[src/rtl/ysyx_23060208_isram.sv]
// AXI4-Lite read-only instruction SRAM responder with optional delay injection.
// Ports: clk/rst, isram AR/R channel (responder side), sync backing memory read port.
module ysyx_23060208_isram #(
  parameter int                    DATA_WIDTH  = 32,
  parameter logic [DATA_WIDTH-1:0] BASE_ADDR   = 32'h8000_0000,
  parameter int                    MEM_WORDS   = 65536,
  parameter int                    RAND_DELAY  = 1,
  parameter int                    FIXED_DELAY = 0,
  parameter int                    DLY_BITS    = 3,
  parameter logic [7:0]            LFSR_SEED   = 8'h5A,
  localparam int                   AW          = $clog2(MEM_WORDS)
) (
  input  logic                  clk,
  input  logic                  rst,
  input  logic [DATA_WIDTH-1:0] isram_araddr,
  input  logic                  isram_arvalid,
  output logic                  isram_arready,
  output logic [DATA_WIDTH-1:0] isram_rdata,
  output logic                  isram_rvalid,
  output logic [1:0]            isram_rresp,
  input  logic                  isram_rready,
  output logic                  mem_ren,
  output logic [AW-1:0]         mem_raddr,
  input  logic [DATA_WIDTH-1:0] mem_rdata
);

  typedef enum logic [2:0] {
    IDLE,
    DELAY,
    RD,
    LATCH,
    RESP
  } state_t;

  localparam logic [1:0] OKAY   = 2'b00;
  localparam logic [1:0] SLVERR = 2'b10;

  localparam logic [7:0] SEED =
    (LFSR_SEED == 8'h00) ? 8'h01 : LFSR_SEED;

  // One extra bit keeps BASE_ADDR + span from wrapping.
  localparam logic [DATA_WIDTH:0] BASE_X = {1'b0, BASE_ADDR};
  localparam logic [DATA_WIDTH:0] SPAN =
    (DATA_WIDTH+1)'(MEM_WORDS) << 2;
  localparam logic [DATA_WIDTH:0] LIM = BASE_X + SPAN;

  state_t state, nxt;

  logic [DATA_WIDTH-1:0] addr_r;
  logic [DATA_WIDTH-1:0] addr_off;
  logic                  err_r;
  logic                  err_in;
  logic [DLY_BITS-1:0]   cnt;
  logic [DLY_BITS-1:0]   dly;
  logic [7:0]            lfsr;
  logic                  lfsr_fb;
  logic                  ar_hs;
  logic                  r_hs;
  logic                  err_enter;

  function automatic logic addr_err(
    input logic [DATA_WIDTH-1:0] a
  );
    logic [DATA_WIDTH:0] ax;
    ax = {1'b0, a};
    return (a[1:0] != 2'b00) || (ax < BASE_X) || (ax >= LIM);
  endfunction

  assign isram_arready = (state == IDLE) && !rst;
  assign isram_rvalid  = (state == RESP);

  assign ar_hs  = isram_arvalid && isram_arready;
  assign r_hs   = isram_rvalid && isram_rready;
  assign err_in = addr_err(isram_araddr);

  // Delay is sampled on the same edge that accepts the address.
  assign dly = (RAND_DELAY != 0) ? lfsr[DLY_BITS-1:0]
                                 : DLY_BITS'(FIXED_DELAY);

  // x^8+x^6+x^5+x^4+1, shifting toward the MSB.
  assign lfsr_fb = lfsr[7] ^ lfsr[5] ^ lfsr[4] ^ lfsr[3];

  assign addr_off  = addr_r - BASE_ADDR;
  assign mem_raddr = AW'(addr_off >> 2);

  // Errors skip the memory and go straight to the response.
  assign err_enter = (nxt == RESP) &&
                     ((state == IDLE) || (state == DELAY));

  always_ff @(posedge clk) begin
    if (rst) begin
      state <= IDLE;
    end else begin
      state <= nxt;
    end
  end

  always_comb begin
    nxt     = state;
    mem_ren = 1'b0;
    unique case (state)
      IDLE: begin
        if (ar_hs) begin
          if (dly == '0) begin
            nxt = err_in ? RESP : RD;
          end else begin
            nxt = DELAY;
          end
        end
      end
      DELAY: begin
        if (cnt == '0) begin
          nxt = err_r ? RESP : RD;
        end
      end
      RD: begin
        mem_ren = 1'b1;
        nxt     = LATCH;
      end
      LATCH: begin
        nxt = RESP;
      end
      RESP: begin
        if (r_hs) begin
          nxt = IDLE;
        end
      end
      default: begin
        nxt = IDLE;
      end
    endcase
  end

  always_ff @(posedge clk) begin
    if (rst) begin
      lfsr        <= SEED;
      cnt         <= '0;
      addr_r      <= '0;
      err_r       <= 1'b0;
      isram_rdata <= '0;
      isram_rresp <= OKAY;
    end else begin
      lfsr <= {lfsr[6:0], lfsr_fb};
      if (ar_hs) begin
        addr_r <= isram_araddr;
        err_r  <= err_in;
        if (dly != '0) begin
          cnt <= dly - 1'b1;
        end
      end
      if ((state == DELAY) && (cnt != '0)) begin
        cnt <= cnt - 1'b1;
      end
      if (state == LATCH) begin
        isram_rdata <= mem_rdata;
        isram_rresp <= OKAY;
      end
      if (err_enter) begin
        isram_rdata <= '0;
        isram_rresp <= SLVERR;
      end
    end
  end

endmodule
[config.mk]
export PLATFORM = sky130hd
export DESIGN_NAME = ysyx_23060208_isram
export DESIGN_NICKNAME = d
export VERILOG_FILES = /design/src/rtl/ysyx_23060208_isram.sv
export SDC_FILE = /design/constraint.sdc
export NUM_CORES = 1
export LEC_CHECK = 0
export BUFFER_PORTS_ARGS = -buffer_cell sky130_fd_sc_hd__buf_2
export CORE_UTILIZATION = 50
export CTS_BUF_LIST = sky130_fd_sc_hd__clkbuf_16
export DETAILED_ROUTE_END_ITERATION = 6
export GPL_TIMING_DRIVEN = 0
export HOLD_SLACK_MARGIN = 0.05
export MAX_ROUTING_LAYER = met4
export PLACE_DENSITY = 0.81
export SETUP_SLACK_MARGIN = 0.05
export SKIP_LAST_GASP = 1
export SYNTH_ARGS = -nofsm -noshare
export SYNTH_HDL_FRONTEND = slang
export SYNTH_SLANG_ARGS = --single-unit
[constraint.sdc]
create_clock -name clk -period 5.5 [get_ports clk]
set_input_delay 0.275 -clock clk [delete_from_list [all_inputs] [get_ports clk]]
set_output_delay 0.275 -clock clk [all_outputs]
set_load 0.1 [all_outputs]
==> impl_metrics.toml, run 1 <==
[clocking]
tritoncts_clock_tree = "yes"
clk_root_buffer_cell = "sky130_fd_sc_hd__clkbuf_16"
post_cts_hold_buffer_count = 0
postCtsSetupRepairBufs = 0
path_clk_slew_ns = 0.05
post_cts_resize_count = 0
tritoncts_num_sinks = 64
cts-buffers-inserted = 9
clk_path_buf_depth = 2
h_tree_level_count = 3
insertion_delay_ns = 0.32

[final_layout]
final_layout_size_suffix_gt1_share_pct = 41.18
antennaDiodeCount = 0
areaGrowthSynthToFinish_pct = 33.08
fillerInstances = 425
finalCoreUtilization_pct = 71.15
fin_nets = 506

[route]
route.antenna.remaining_nets = 0
average_wire_per_cell_in_the_routed_design_um = 13.26
dr_total_vias = 2746
length_of_the_first_detailed_routing_pass_in_iterations = 4
wirelength_mm = 6.788
route.detailed.drc = 0
drtIter0Drc = 143
avgViaCountPerCell = 5.363

[timing]
timing.final.max_slew_violations = 0
final.period_utilization_pct = 42.76
worst_slew_margin_rel_pct = 54.65
max_freq_mhz = 425.2
final.min_clock_period_ns = 2.352
worst_slew_pin_slew_ns = 0.6803
hold_ws_ns = 0.1337
setup_slack_ns = 3.148
grt_setup_unrepaired = "no"
setup_tns_ns = 0
finalHoldViolations = 0
timing.final.setup_violations = 0
fin_worst_skew_ns = 0.004478

[synth]
yosysWarningCount = 0
dominantRegCellSynth = "sky130_fd_sc_hd__dfxtp_1"
post_synth.cell_area_avg_um2 = 9.148
synth_enable_flop_cells = 0
synth-seq-area-share_pct = 45.47
count_of_different_cell_masters_after_synthesis = 45
ys_seq_elements = 64
postSynthNetCount = 377
synth_top_area_share_pct = 45.47
synthArstFlopShare_pct = 0
synth_top_cell_by_area = "sky130_fd_sc_hd__dfxtp_1"
syn_area_um2 = 2818
netlist_top_cells_area = "sky130_fd_sc_hd__dfxtp_1, sky130_fd_sc_hd__a221oi_2, sky130_fd_sc_hd__nand2_1"
synthCells = 308

[floorplanning]
row_count = 26
ioPinCount = 121
initial_core_util_pct = 53.47
die_h_um = 77.07
fp.dieArea_um2 = 5940
placeableCoreArea_um2 = 5270
die_x_um = 77.07

[pwr]
power_frac_clock_pct = 35.4
peakVddDrop_mv = 0.3001
static-leakage-power_nw = 1.627
total_power_mw = 1.367
total_power_per_unit_cell_area_nw_per_um2 = 364.4
combPwrFrac_pct = 26.9
switching_share_of_power_pct = 35.49
p_int_uw = 881.6
sequentialPowerShare_pct = 37.6
netSwitchingPower_uw = 485.0

[critical_path]
r2r_cells = 7
endpoint_kind = "register"
setup.worst_path.start_class = "register"
critical_path.max_stage_delay_ns = 0.51
timing.critical_path.slowest_stage_cell = "sky130_fd_sc_hd__nor3b_1"
cp.required_ns = 5.69
worstPathCellList = "buf_2, nor3b_1, nand2_1, a22oi_1, ha_1, o41ai_1, a2111oi_0"
r2r-end = "cnt[2]"
regToRegStartpoint = "state[0]"
critPathMaxFanout = 10
setup_slack_on_the_worst_flop_to_flop_path_ns = 3.15
worst-endpoint-arrival_ns = 2.54
timing.setup.critical_path_class = "reg -> reg"

[grt]
grt_first_pass_wirelength_mm = 11.12
first_global_vias = 2559
grt_max_degree = 11
grt_use_total_pct = 24.23
grt_antenna_before_repair = 0
grt.overflow.total = 0

[placed_design]
total_of_buffers_placed_on_input_and_output_ports = 118
pre_cts_slack_ns = 3.180
dpl.hpwl_mm = 4.829
globalplace.congestion = 0.8447

[worst_hold_path]
timing.hold.worst_endpoint = "addr_r[13]"
holdCritPathClass = "in -> reg"
hold_path_startpoint = "isram_araddr[13]"
worst_hold_path.num_cells = 3

[outcome]
status = "complete, no violations"

[flow_run]
reported_max_cap_violation_count = 0
## stage by stage
stage	std cells	cell area [um2]
2_1_floorplan	308	2818
3_3_place_gp	496	3496
3_5_place_dp	496	3496
4_1_cts	512	3750
5_1_grt	512	3750
6_report	512	3750
## worst max-delay path by stage
stage | slack [ns] | to | cells after the start | start
5_1_grt | 2.88 | cnt[2] | 7 | state[0]
4_1_cts | 3.16 | cnt[2] | 7 | state[0]
2_1_floorplan | 2.30 | state[0] | 4 | state[1]
3_3_place_gp | 3.26 | cnt[2] | 7 | state[2]
3_5_place_dp | 3.18 | cnt[2] | 7 | state[0]
6_report | 3.15 | cnt[2] | 7 | state[0]
## cells by family (layout without fill, tap and decap cells)
kind of cell    Yosys count  after routing  synth area share, %
simple gates            158            158                25.53
flops                    64             64                45.47
compound gates           51             51                21.76
buf+inv                  30            164                5.728
xor+xnor                  3              3               0.9327
fa+ha+maj                 1              1               0.4440
other cells               1              1               0.1331
## critical path, delay by kind of cell (launching register included)
kind                       cells  cell delay [ns]
and+or+nand+nor                2             0.73
AOI/OAI and AO/OA              3             0.73
DFF                            1             0.31
adders and majority gates      1             0.26
buffers and inverters          1             0.21
## power groups by stage
| stage | Sequential [mW] | Combinational (mW) | Clock, mW |
|---|---|---|---|
| 6_report | 0.514 | 0.368 | 0.484 |
| 5_1_grt | 0.518 | 0.391 | 0.512 |
| 4_1_cts | 0.514 | 0.368 | 0.490 |
| 3_5_place_dp | 0.522 | 0.366 | 0 |
| 3_3_place_gp | 0.522 | 0.364 | 0 |
| 2_1_floorplan | 0.642 | 0.171 | 0 |
## cell usage in the layout (no fill, tap or decap), types with 3 or more instances in the layout
cell,netlist,routed
sky130_fd_sc_hd__or2_2,3,3
sky130_fd_sc_hd__nor4_1,4,4
sky130_fd_sc_hd__nand3_1,18,18
sky130_fd_sc_hd__clkbuf_1,11,11
sky130_fd_sc_hd__nor2b_1,6,6
sky130_fd_sc_hd__a221oi_2,30,30
sky130_fd_sc_hd__nor3b_1,3,3
sky130_fd_sc_hd__buf_2,8,126
sky130_fd_sc_hd__buf_6,4,4
sky130_fd_sc_hd__nor2_1,6,6
sky130_fd_sc_hd__clkbuf_16,0,9
sky130_fd_sc_hd__nor3_1,3,3
sky130_fd_sc_hd__o21ai_0,4,4
sky130_fd_sc_hd__xnor2_1,3,3
sky130_fd_sc_hd__dfxtp_1,64,64
sky130_fd_sc_hd__clkinv_1,0,5
sky130_fd_sc_hd__nand2_1,104,104
## area by class of cell
class                   instances  area [um2]  area share [%]
plain buffers                  28       153.9           4.104
multi-input cells             214        1375           36.67
repair buffers                118       590.6           15.75
flip-flops and latches         64        1281           34.17
clock buffers                   9       225.2           6.006
well taps                      70       87.58           2.336
inverters                       2       7.507          0.2002
clock inverters                 7       28.78          0.7674
## metal layers
metal / vias to the layer above / part of all wire (%) / global-route usage, %
li1: 1345 / - / -
met1: 1251 / 45 / 30.06
met2: 139 / 46 / 38.04
met3: 11 / 7.4 / 5.119
met4: 0 / 1.6 / 10.57
met5: - / 0 / -
## registers in the layout, indices dropped and copies added (netlist names)
signal / flops
state: 3
isram_rdata: 32
cnt: 3
isram_rresp: 1
addr_r: 16
err_r: 1
lfsr: 8
## Yosys cell counts (2+ instances only)
master / number
sky130_fd_sc_hd__a221oi_1: 2
sky130_fd_sc_hd__a221oi_2: 30
sky130_fd_sc_hd__and2_1: 2
sky130_fd_sc_hd__buf_1: 2
sky130_fd_sc_hd__buf_2: 8
sky130_fd_sc_hd__buf_4: 2
sky130_fd_sc_hd__buf_6: 4
sky130_fd_sc_hd__clkbuf_1: 11
sky130_fd_sc_hd__dfxtp_1: 64
sky130_fd_sc_hd__inv_1: 2
sky130_fd_sc_hd__nand2_1: 104
sky130_fd_sc_hd__nand3_1: 18
sky130_fd_sc_hd__nor2_1: 6
sky130_fd_sc_hd__nor2b_1: 6
sky130_fd_sc_hd__nor3_1: 3
sky130_fd_sc_hd__nor3b_1: 3
sky130_fd_sc_hd__nor4_1: 4
sky130_fd_sc_hd__nor4b_1: 2
sky130_fd_sc_hd__o21ai_0: 4
sky130_fd_sc_hd__or2_2: 3
sky130_fd_sc_hd__or3_1: 2
sky130_fd_sc_hd__xnor2_1: 3
Note: power is estimated with default switching activity, not from simulation.
==> run 2: changes to the inputs <==
--- a/config.mk
+++ b/config.mk
@@ -6,13 +6,13 @@
 export NUM_CORES = 1
 export LEC_CHECK = 0
 export BUFFER_PORTS_ARGS = -buffer_cell sky130_fd_sc_hd__buf_2
-export CORE_UTILIZATION = 50
+export CORE_UTILIZATION = 47
 export CTS_BUF_LIST = sky130_fd_sc_hd__clkbuf_16
 export DETAILED_ROUTE_END_ITERATION = 6
 export GPL_TIMING_DRIVEN = 0
 export HOLD_SLACK_MARGIN = 0.05
 export MAX_ROUTING_LAYER = met4
-export PLACE_DENSITY = 0.81
+export PLACE_DENSITY = 0.77
 export SETUP_SLACK_MARGIN = 0.05
 export SKIP_LAST_GASP = 1
 export SYNTH_ARGS = -nofsm -noshare
==> constraint.sdc (replaced) <==
create_clock -name clk -period 2.2 [get_ports clk]
set_input_delay 0.11 -clock clk [delete_from_list [all_inputs] [get_ports clk]]
set_output_delay 0.11 -clock clk [all_outputs]
set_load 0.1 [all_outputs]
==> run 2 against run 1 <==
  * Setup slack lost 3.0 ns
  * Final cell count is 7.0% higher
  * Non-clock buffer count is 34 higher
  * Flip-flop and latch count unchanged
  * Clock skew up 0.00075 ns
  * Total power grew to 2.7 times the previous value
  * Critical path depth stayed put
  * Register-to-register slack got worse by 3.0 ns
  * Via count grew 4.8%
  * Critical endpoint unchanged
==> impl_metrics.toml, run 2 (same netlist as run 1, synthesis figures left out) <==
[clocking]
tritoncts_num_sinks = 64
cts-buffers-inserted = 9
insertion_delay_ns = 0.32
path_clk_slew_ns = 0.05
h_tree_level_count = 3
tritoncts_clock_tree = "yes"
clk_path_buf_depth = 2
clk_root_buffer_cell = "sky130_fd_sc_hd__clkbuf_16"
postCtsSetupRepairBufs = 0

[worst_hold_path]
hold_path_startpoint = "mem_rdata[23]"
holdCritPathClass = "in -> reg"
timing.hold.worst_endpoint = "isram_rdata[23]"
worst_hold_path.num_cells = 3

[placed_design]
total_of_buffers_placed_on_input_and_output_ports = 118
pre_cts_slack_ns = -0.08052
dpl.hpwl_mm = 4.885
globalplace.congestion = 0.8618
post-place-cells = 498
placement.cell_area_um2 = 3555

[final_layout]
most_frequent_cells_in_the_layout = "sky130_fd_sc_hd__buf_2, sky130_fd_sc_hd__nand2_1, sky130_fd_sc_hd__dfxtp_1"
areaGrowthSynthToFinish_pct = 50.31
layout.cells.most_common = "sky130_fd_sc_hd__buf_2"
finalNonFillerCells = 548
largest_registers = "isram_rdata: 32 flops, addr_r: 16 flops, lfsr: 8 flops"
largest_register_ffs = 32
fin_nets = 540
fillerInstances = 411
finalCoreUtilization_pct = 75.07
postLayoutCellArea_um2 = 4235
antennaDiodeCount = 0
final_layout_size_suffix_gt1_share_pct = 40.55
regMostFlops = "isram_rdata"

[route]
wirelength_mm = 7.724
route.antenna.remaining_nets = 0
avgViaCountPerCell = 5.250
dr_total_vias = 2877
route.detailed.drc = 0
average_wire_per_cell_in_the_routed_design_um = 14.09
length_of_the_first_detailed_routing_pass_in_iterations = 4
drtIter0Drc = 113

[critical_path]
timing.setup.critical_path_class = "reg -> reg"
setup.worst_path.start_class = "register"
regToRegStartpoint = "state[2]"
critPathBufInv = 1
critPathMaxFanout = 10
worst-endpoint-arrival_ns = 2.24
r2r-end = "cnt[2]"
worstPathCellList = "clkbuf_4, or3b_4, o21ai_2, and2_1, ha_2, o41ai_1, a2111oi_1"
critical_path.max_stage_delay_ns = 0.42
timing.critical_path.slowest_stage_cell = "sky130_fd_sc_hd__or3b_4"
cp.required_ns = 2.40
endpoint_kind = "register"
setup_slack_on_the_worst_flop_to_flop_path_ns = 0.16
r2r_cells = 7
critical_path.top_delay_family = "compound AO/OA/AOI/OAI gates"

[grt]
grt_max_degree = 11
grt_use_total_pct = 26.26
grt_antenna_before_repair = 0
grt.overflow.total = 0
first_global_vias = 2752
grt_first_pass_wirelength_mm = 12.52

[timing]
grt_setup_unrepaired = "yes"
setup_slack_ns = 0.1567
finalHoldViolations = 0
setup_tns_ns = 0
fin_worst_skew_ns = 0.005232
worst_slew_margin_rel_pct = 51.94
hold_ws_ns = 0.05257
final.period_utilization_pct = 92.88
timing.final.setup_violations = 0
final.min_clock_period_ns = 2.043
worst_slew_pin_slew_ns = 0.7209
max_freq_mhz = 489.4
timing.final.max_slew_violations = 0

[floorplanning]
placeableCoreArea_um2 = 5642
ioPinCount = 121
row_count = 27
initial_core_util_pct = 49.94
die_h_um = 79.43
fp.dieArea_um2 = 6309
die_x_um = 79.43

[pwr]
total_power_per_unit_cell_area_nw_per_um2 = 885.7
peakVddDrop_mv = 0.6099
static-leakage-power_nw = 1.830
total_power_mw = 3.751

[flow_run]
reported_max_cap_violation_count = 0

[outcome]
status = "complete, no violations"
## run 2: metal layers
metal / GRT usage (%) / routed length (um) / vias to the layer above
li1: - / - / 1424
met1: 30.45 / 3377 / 1326
met2: 44.87 / 3769 / 113
met3: 4.686 / 446 / 14
met4: 10.36 / 131 / 0
met5: - / 0 / -
## run 2: cell type report
class | count | area (um2) | share of cell area, %
multi-input cells | 214 | 1425 | 33.65
flip-flops and latches | 64 | 1284 | 30.31
clock buffers | 9 | 225.2 | 5.318
inverters | 2 | 7.507 | 0.1773
clock inverters | 7 | 80.08 | 1.891
plain buffers | 28 | 192.7 | 4.549
well taps | 72 | 90.09 | 2.127
repair buffers | 152 | 930.9 | 21.98
## run 2: how the worst max path moves through the flow
stage               startpoint              end  slack, ns  cells past startpoint
floorplan             state[2]           cnt[2]      -0.36                      4
global placement      state[2]           cnt[2]       0.02                      7
detailed placement    state[2]           cnt[2]      -0.08                      7
CTS                    lfsr[2]  isram_rdata[20]       0.05                      5
global route          state[2]           cnt[2]       0.05                      7
finish                state[2]           cnt[2]       0.16                      7
## run 2: power by group
| part | total, mW | internal (mW) | leakage [nW] | switching [mW] |
|---|---|---|---|---|
| clock network | 1.44 | 0.972 | 0.161 | 0.469 |
| registers | 1.29 | 1.24 | 0.523 | 0.0512 |
| logic | 1.02 | 0.299 | 1.15 | 0.723 |
## run 2: worst reg2reg max path, cell delays in order, from the launching register on
cell                        delay [ns]
sky130_fd_sc_hd__dfxtp_2          0.33
sky130_fd_sc_hd__clkbuf_4         0.20
sky130_fd_sc_hd__or3b_4           0.42
sky130_fd_sc_hd__o21ai_2          0.16
sky130_fd_sc_hd__and2_1           0.14
sky130_fd_sc_hd__ha_2             0.21
sky130_fd_sc_hd__o41ai_1          0.09
sky130_fd_sc_hd__a2111oi_1        0.39
## run 2: what timing repair did
item	in CTS	in global routing
hold endpoints to repair	34	0
gates resized for setup	3	8
hold buffers	34	0
endpoints found under the setup margin	1	21
pin swaps	1	2
